[src/rtl/sm83_pkg.sv]
// Shared types for the nibble-serial SM83 ALU: op codes, flag word, sequencer states,
// and the DAA correction helper.
package sm83_pkg;

  typedef enum logic [3:0] {
    OP_ADD = 4'd0,
    OP_ADC = 4'd1,
    OP_SUB = 4'd2,
    OP_SBC = 4'd3,
    OP_AND = 4'd4,
    OP_XOR = 4'd5,
    OP_OR  = 4'd6,
    OP_CP  = 4'd7,
    OP_DAA = 4'd8
  } alu_op_t;

  typedef struct packed {
    logic f_z;
    logic f_n;
    logic f_h;
    logic f_c;
  } flags_t;

  typedef enum logic [1:0] {
    ST_IDLE = 2'd0,
    ST_RUN  = 2'd1,
    ST_DONE = 2'd2
  } state_t;

  // BCD adjust amount; applied as an add when N=0 and as a subtract when N=1.
  function automatic logic [7:0] daa_corr(input logic [7:0] a, input flags_t f);
    daa_corr = 8'h00;
    if (f.f_h || (!f.f_n && a[3:0] > 4'h9)) daa_corr[3:0] = 4'h6;
    if (f.f_c || (!f.f_n && a > 8'h99))     daa_corr[7:4] = 4'h6;
  endfunction

endpackage

[src/rtl/sm83_serial_alu_if.sv]
// Start/done request bus of the serial ALU; master drives operands, slave returns result.
interface sm83_serial_alu_if #(parameter int WIDTH = 8);
  import sm83_pkg::*;

  logic             start;
  logic [3:0]       op;
  logic [WIDTH-1:0] acc;
  logic [WIDTH-1:0] arg;
  flags_t           f_in;
  logic             busy;
  logic             done;
  logic [WIDTH-1:0] res;
  flags_t           f_out;

  modport master (output start, op, acc, arg, f_in,
                  input  busy, done, res, f_out);
  modport slave  (input  start, op, acc, arg, f_in,
                  output busy, done, res, f_out);
endinterface

[src/rtl/sm83_serial_alu_slice.sv]
// One 4-bit ALU slice, combinational; shared by every nibble of the serial operation.
module sm83_alu_slice
  import sm83_pkg::*;
(
  input  logic [3:0] a_i,
  input  logic [3:0] b_i,
  input  alu_op_t    op_i,
  input  logic       c_i,
  output logic [3:0] r_o,
  output logic       c_o
);

  logic [4:0] sum;

  always_comb begin
    sum = 5'd0;
    r_o = a_i;
    c_o = 1'b0;
    case (op_i)
      OP_ADD, OP_ADC: begin
        sum        = {1'b0, a_i} + {1'b0, b_i} + {4'd0, c_i};
        {c_o, r_o} = sum;
      end
      // Subtract as a + ~b + c; caller inverts the carry into a borrow.
      OP_SUB, OP_SBC, OP_CP: begin
        sum        = {1'b0, a_i} + {1'b0, ~b_i} + {4'd0, c_i};
        {c_o, r_o} = sum;
      end
      OP_AND:  r_o = a_i & b_i;
      OP_XOR:  r_o = a_i ^ b_i;
      OP_OR:   r_o = a_i | b_i;
      default: r_o = a_i;
    endcase
  end

endmodule

[src/rtl/sm83_serial_alu.sv]
// Nibble-serial SM83 ALU, LS slice first, latency WIDTH/4+1 cycles.
// Optional DAA support is enabled by defining SM83_ALU_DAA_EN.
module sm83_serial_alu
  import sm83_pkg::*;
#(
  parameter int WIDTH  = 8,
  parameter bit Z_PASS = 1'b0
) (
  input logic               clk,
  input logic               rst,
  sm83_serial_alu_if.slave  bus
);

  localparam int NS = WIDTH / 4;

  state_t           state_q, state_d;
  logic [1:0]       k_q, k_d;
  alu_op_t          op_q, op_d;
  logic [WIDTH-1:0] acc_q, acc_d, arg_q, arg_d;
  flags_t           fin_q, fin_d;
  logic             cy_q, cy_d;
  logic [WIDTH-1:0] wrk_q, wrk_d, res_q, res_d;
  flags_t           fout_q, fout_d;

  logic             accept;
  logic [3:0]       sl_a, sl_b, sl_r;
  logic             sl_c;
  alu_op_t          sl_op;
  logic [WIDTH-1:0] full;
  logic             zc, zar, hc;

  assign accept = bus.start && (state_q != ST_RUN);
  assign sl_a   = 4'(acc_q >> {k_q, 2'b00});
  assign sl_b   = 4'(arg_q >> {k_q, 2'b00});
  assign full   = wrk_q | (WIDTH'(sl_r) << {k_q, 2'b00});
  assign zc     = ~|full;
  assign zar    = Z_PASS ? fin_q.f_z : zc;
  // Carry entering the top slice is the carry out of bit WIDTH-5.
  assign hc     = cy_q;

`ifdef SM83_ALU_DAA_EN
  logic daa_c_q;

  always_ff @(posedge clk) begin
    if (rst)         daa_c_q <= 1'b0;
    else if (accept) daa_c_q <= bus.f_in.f_c | (!bus.f_in.f_n && (bus.acc > WIDTH'(8'h99)));
  end
`endif

  always_comb begin
    sl_op = op_q;
`ifdef SM83_ALU_DAA_EN
    if (op_q == OP_DAA && WIDTH == 8) sl_op = fin_q.f_n ? OP_SUB : OP_ADD;
`endif
  end

  sm83_alu_slice u_slice (
    .a_i  (sl_a),
    .b_i  (sl_b),
    .op_i (sl_op),
    .c_i  (cy_q),
    .r_o  (sl_r),
    .c_o  (sl_c)
  );

  always_comb begin
    state_d = state_q;
    k_d     = k_q;
    op_d    = op_q;
    acc_d   = acc_q;
    arg_d   = arg_q;
    fin_d   = fin_q;
    cy_d    = cy_q;
    wrk_d   = wrk_q;
    res_d   = res_q;
    fout_d  = fout_q;
    case (state_q)
      ST_RUN: begin
        cy_d  = sl_c;
        wrk_d = full;
        if (k_q == 2'(NS - 1)) begin
          state_d = ST_DONE;
          res_d   = full;
          case (op_q)
            OP_ADD, OP_ADC: fout_d = {zar, 1'b0, hc, sl_c};
            OP_SUB, OP_SBC: fout_d = {zar, 1'b1, ~hc, ~sl_c};
            OP_CP: begin
              res_d  = acc_q;
              fout_d = {zar, 1'b1, ~hc, ~sl_c};
            end
            OP_AND:        fout_d = {zc, 1'b0, 1'b1, 1'b0};
            OP_XOR, OP_OR: fout_d = {zc, 1'b0, 1'b0, 1'b0};
`ifdef SM83_ALU_DAA_EN
            OP_DAA: begin
              if (WIDTH == 8) begin
                fout_d = {zc, fin_q.f_n, 1'b0, daa_c_q};
              end else begin
                res_d  = acc_q;
                fout_d = fin_q;
              end
            end
`endif
            default: begin
              res_d  = acc_q;
              fout_d = fin_q;
            end
          endcase
        end else begin
          k_d = k_q + 2'd1;
        end
      end
      default: begin
        if (state_q == ST_DONE) state_d = ST_IDLE;
        if (bus.start) begin
          state_d = ST_RUN;
          op_d    = alu_op_t'(bus.op);
          acc_d   = bus.acc;
          arg_d   = bus.arg;
          fin_d   = bus.f_in;
          k_d     = 2'd0;
          wrk_d   = '0;
          // Slice 0 carry-in: C for ADC, 1 for SUB/CP, ~C for SBC.
          case (alu_op_t'(bus.op))
            OP_ADC:        cy_d = bus.f_in.f_c;
            OP_SUB, OP_CP: cy_d = 1'b1;
            OP_SBC:        cy_d = ~bus.f_in.f_c;
            default:       cy_d = 1'b0;
          endcase
`ifdef SM83_ALU_DAA_EN
          if (alu_op_t'(bus.op) == OP_DAA && WIDTH == 8) begin
            arg_d = WIDTH'(daa_corr(8'(bus.acc), bus.f_in));
            cy_d  = bus.f_in.f_n;
          end
`endif
        end
      end
    endcase
  end

  always_ff @(posedge clk) begin
    if (rst) begin
      state_q <= ST_IDLE;
      k_q     <= 2'd0;
      op_q    <= OP_ADD;
      acc_q   <= '0;
      arg_q   <= '0;
      fin_q   <= '0;
      cy_q    <= 1'b0;
      wrk_q   <= '0;
      res_q   <= '0;
      fout_q  <= '0;
    end else begin
      state_q <= state_d;
      k_q     <= k_d;
      op_q    <= op_d;
      acc_q   <= acc_d;
      arg_q   <= arg_d;
      fin_q   <= fin_d;
      cy_q    <= cy_d;
      wrk_q   <= wrk_d;
      res_q   <= res_d;
      fout_q  <= fout_d;
    end
  end

  assign bus.busy  = (state_q == ST_RUN);
  assign bus.done  = (state_q == ST_DONE);
  assign bus.res   = res_q;
  assign bus.f_out = fout_q;

endmodule

[src/flat_wrapper.sv]
// flat-port wrapper written by rule: the top's interface ports become plain ports
module sm83_serial_alu_flat import sm83_pkg::*;
#(
  parameter int WIDTH  = 8,
  parameter bit Z_PASS = 1'b0
)
  (clk, rst, bus_start, bus_op, bus_acc, bus_arg, bus_f_in, bus_busy, bus_done, bus_res, bus_f_out);
  sm83_serial_alu_if #(.WIDTH(WIDTH)) bus_i ();
  input logic clk;
  input logic rst;
  input wire logic [$bits(bus_i.start)-1:0] bus_start;
  input wire logic [$bits(bus_i.op)-1:0] bus_op;
  input wire logic [$bits(bus_i.acc)-1:0] bus_acc;
  input wire logic [$bits(bus_i.arg)-1:0] bus_arg;
  input wire logic [$bits(bus_i.f_in)-1:0] bus_f_in;
  output wire logic [$bits(bus_i.busy)-1:0] bus_busy;
  output wire logic [$bits(bus_i.done)-1:0] bus_done;
  output wire logic [$bits(bus_i.res)-1:0] bus_res;
  output wire logic [$bits(bus_i.f_out)-1:0] bus_f_out;
  assign bus_i.start = bus_start;
  assign bus_i.op = bus_op;
  assign bus_i.acc = bus_acc;
  assign bus_i.arg = bus_arg;
  assign bus_i.f_in = bus_f_in;
  assign bus_busy = bus_i.busy;
  assign bus_done = bus_i.done;
  assign bus_res = bus_i.res;
  assign bus_f_out = bus_i.f_out;
  sm83_serial_alu #(.WIDTH(WIDTH), .Z_PASS(Z_PASS)) u_core (.clk(clk), .rst(rst), .bus(bus_i));
endmodule
[config.mk]
export PLATFORM = sky130hd
export DESIGN_NAME = sm83_serial_alu_flat
export DESIGN_NICKNAME = d
export VERILOG_FILES = /design/src/rtl/sm83_pkg.sv /design/src/rtl/sm83_serial_alu_if.sv /design/src/rtl/sm83_serial_alu_slice.sv /design/src/rtl/sm83_serial_alu.sv /design/src/flat_wrapper.sv
export SDC_FILE = /design/constraint.sdc
export NUM_CORES = 1
export LEC_CHECK = 0
export BUFFER_PORTS_ARGS = -buffer_cell sky130_fd_sc_hd__buf_2
export CELL_PAD_IN_SITES_DETAIL_PLACEMENT = 0
export CELL_PAD_IN_SITES_GLOBAL_PLACEMENT = 1
export CORE_MARGIN = 5
export CORE_UTILIZATION = 38
export CTS_CLUSTER_DIAMETER = 30
export DETAILED_ROUTE_END_ITERATION = 8
export HOLD_SLACK_MARGIN = 0.12
export PLACE_DENSITY_LB_ADDON = 0.3
export SLEW_MARGIN = 20
export SYNTH_ARGS = -nofsm -noshare
export SYNTH_HDL_FRONTEND = slang
export SYNTH_SLANG_ARGS = --single-unit
[constraint.sdc]
create_clock -name clk -period 2.9 [get_ports clk]
set_clock_uncertainty 0.2 [all_clocks]
set_input_delay 0.145 -clock clk [delete_from_list [all_inputs] [get_ports clk]]
set_output_delay 0.145 -clock clk [all_outputs]
set_load 0.03 [all_outputs]
==> impl_results.md <==
- Worst IR Drop VDD: 0.0002516 V
- Critical Path RT: 2.92 ns
- ANT cells: 0
- Final wirelength: 8069 um
- Final Non-Filler Cells: 529
- Critical path class: flop to flop
- Initial core utilization: 0.3956
- CTS tree: done
- Placer Congestion: 0.8920
- Mux cell area share after synthesis: 0.04832
- I/O pin cnt: 41
- Core Util, Final: 0.5008
- Net Count, Synth: 405
- Crit path largest cell delay: 0.42 ns
- Hold WC Path Type: flop to flop
- CP Capture Type: flop
- Drc violations: 0
- Largest area contributor in the netlist: dfxtp_1
- Cell Area, Synth: 2900 um^2
- Placed Instances: 487
- Slew Limit Fails: 0
- Main combinational cell family by area after synthesis: simple AND/OR/NAND/NOR gates
- Status: finished, final reports clean
- Setup crit start kind: flop
- Core area: 7331 um^2
- FFs w/ async S/R, synth: 0
- Via count: 2710
- DP Wirelength: 5939 um
- EDFF count, synth: 0
- Longest Clk Path Bufs: 2
- NumNets Final: 472
- Crit-path slowest cell: fa_1
- Avg Inst Size Synth: 8.012 um^2
- F_max: 352.2 MHz
- Clock Sinks: 49
- Area share of xor/xnor cells in the synthesized design: 0.01510
- Number of DRC markers in iteration 0: 202
- Routed vias/inst: 5.123
- Initial antenna violation count: 0
- Hold Fails Final Rpt: 0
- Rows: 31
- Clock Pin Slew Worst Setup and Hold Paths: 0.09 ns
- #FFs+latches synth: 49
- Synth Area in Compound Gates: 0.2127
- Chip width: 97.37 um
- Top-area cell type share of the netlist area: 0.3382
- Total gr overflow: 0
- Clock root cell: clkbuf_8
- Die Area: 9480 um^2
- Unrepaired setup endpoints after global routing: yes
- Maxcap violations: 0
- PnR worst setup slack: 0.06035 ns
- Post-synthesis cell count: 362
- First-pass GRT wire length: 13330 um
- Vias in the first global route: 2615
- Worst path cell trace: mux2i_1, nor2_1, inv_2, fa_2, inv_2, fa_1, mux2i_1, xnor2_1, o221ai_2, o21ai_4, a211oi_2, nor4_2
- Final period utilization: 0.9792
- H-tree levels: 2
- Least-Margin Pin Slew: 0.8816 ns
- CP max FO: 4
- Ys Warns: 0
- Critical path arrival: 2.86 ns
- Final setup violation count: 0
- Largest net degree at the start of global routing: 26
- Place WS: -0.05004 ns
- Minimum clock period: 2.840 ns
- Die Ht: 97.37 um
- Area growth, synth to finish: 26.57%
- DRT Pass-1 Iters: 4
- CTS Buf Count: 5
- Fin Setup TNS: 0 ns
- Adder-cell share of the synthesized area: 0.07938
- Leakage: 0.001473 uW
- Post-synthesis sequential area ratio: 0.3382
- Unique masters post-synth: 54
- WL per Instance: 15.25 um
- Global-route usage over all layers: 0.1707
- Synth area leaders: dfxtp_1 34%, nand2_1 8.4%, a21oi_1 6.2%, nor2_1 5.7%, ha_1 5.2%
- Share of post-route cells with drive strength above 1: 0.2233
- Cell Pwr Density: 464.8 nW/um^2
- Synth Flop Type: dfxtp_1
- Post-Synth Simple-Gate Area: 0.2291
- DRT antenna net count: 0
- Number of port buffers: 40
- Clk_lat worst skew: 0.30 ns
- Worst relative slew slack: 0.4114
## registers in the layout, indices dropped and copies added (netlist names)
register          count
u_core.k_q            2
u_core.arg_q          8
u_core.acc_q          8
u_core.op_q           4
u_core.state_q        2
u_core.bus.res        8
u_core.fin_q          4
u_core.wrk_q          8
u_core.bus.f_out      4
u_core.cy_q           1
## critical path: cells and delay by family, from the launching register on
kind	cells	cell delay, ns
AO/OA/AOI/OAI	3	0.51
XOR/XNOR	1	0.16
flip-flops	1	0.39
buffers and inverters	2	0.14
multiplexers	2	0.48
AND/OR/NAND/NOR	2	0.24
adder cells (fa/ha/maj)	2	0.63
## metrics by stage
step	hold WS [ns]	cell area (um^2)	total power [uW]
finish	0.2636	3671	1706
global route	0.2782	3671	1794
CTS	0.2600	3613	1697
detailed placement	0.1927	3171	1154
global placement	0.1864	3171	1152
floorplan	0.08096	2924	1058
## routing by layer
metal | vias to the layer above | routed length (um) | share of wire | global-route usage
li1 | 1370 | - | - | -
met1 | 1254 | 3766 | 0.47 | 0.2278
met2 | 80 | 3822 | 0.47 | 0.2889
met3 | 6 | 417 | 0.052 | 0.03015
met4 | 0 | 61 | 0.0076 | 0.03514
met5 | - | 0 | 0 | 0
## synth_stat cells, drive strengths merged, types with 3 or more instances
master  number
a21oi       36
buf         14
nand2       65
inv         20
a211oi       7
fa           4
nor4         4
a31oi        5
mux2i       14
o31ai        3
ha          12
nor3        13
o21ai       11
or2          3
xnor2        4
nor3b        4
o211ai       4
nor2        44
dfxtp       49
clkbuf      10
nand2b       4
## cell families after synthesis
family,after synthesis
AOI/OAI and AO/OA,87
xor gates and xnor gates,5
adders and majority gates,16
buffers and inverters,44
DFF,49
muxes,14
and+or+nand+nor,147
## placed cells by master, fill, tap and decap left out, types with 6 or more instances in the layout
cell           count
nor3_1            13
buf_2             40
buf_4             13
ha_1              12
clkbuf_8           6
mux2i_1           13
o21ai_1            6
nor2_1            42
dfxtp_1           47
inv_2              7
a21oi_1           36
dlygate4sd3_1     31
inv_1             12
nand2_1           65
## cell type report
class	count	area, um^2
fillers	693	3660
multi-input cells	269	1759
well taps	99	123.9
inverters	20	77.57
clock inverters	1	30.03
clock buffers	7	86.33
repair buffers	84	608.1
flip-flops and latches	49	985.9
## path summary, 6_finish.rpt
kind / cells past startpoint / slack, ns / endpoint / from
worst max register to register: 12 / 0.06 / u_core.bus.res[2] / u_core.k_q[0]
worst min-delay path: 2 / 0.26 / u_core.arg_q[6] / u_core.arg_q[6]
worst max-delay path: 12 / 0.06 / u_core.bus.res[2] / u_core.k_q[0]
worst min register to register: 2 / 0.26 / u_core.arg_q[6] / u_core.arg_q[6]
## report_power, final
| group | switching (uW) | leakage, uW | total [uW] | internal [uW] |
|---|---|---|---|---|
| combinational | 245 | 0.00101 | 450 | 204 |
| sequential | 42.6 | 0.000401 | 749 | 706 |
| clock | 227 | 0.0000585 | 508 | 281 |
| total | 514 | 0.00147 | 1710 | 1190 |
## timing repair
action                     4_1_cts  5_1_grt
pin swaps                        2       10
setup endpoints to repair        4       10
hold buffers                    31        0
buffers inserted                 1        2
cloned                           0        0
hold endpoints to repair        33        0
gates resized for setup          3       10
(Power assumes the default switching activity.)
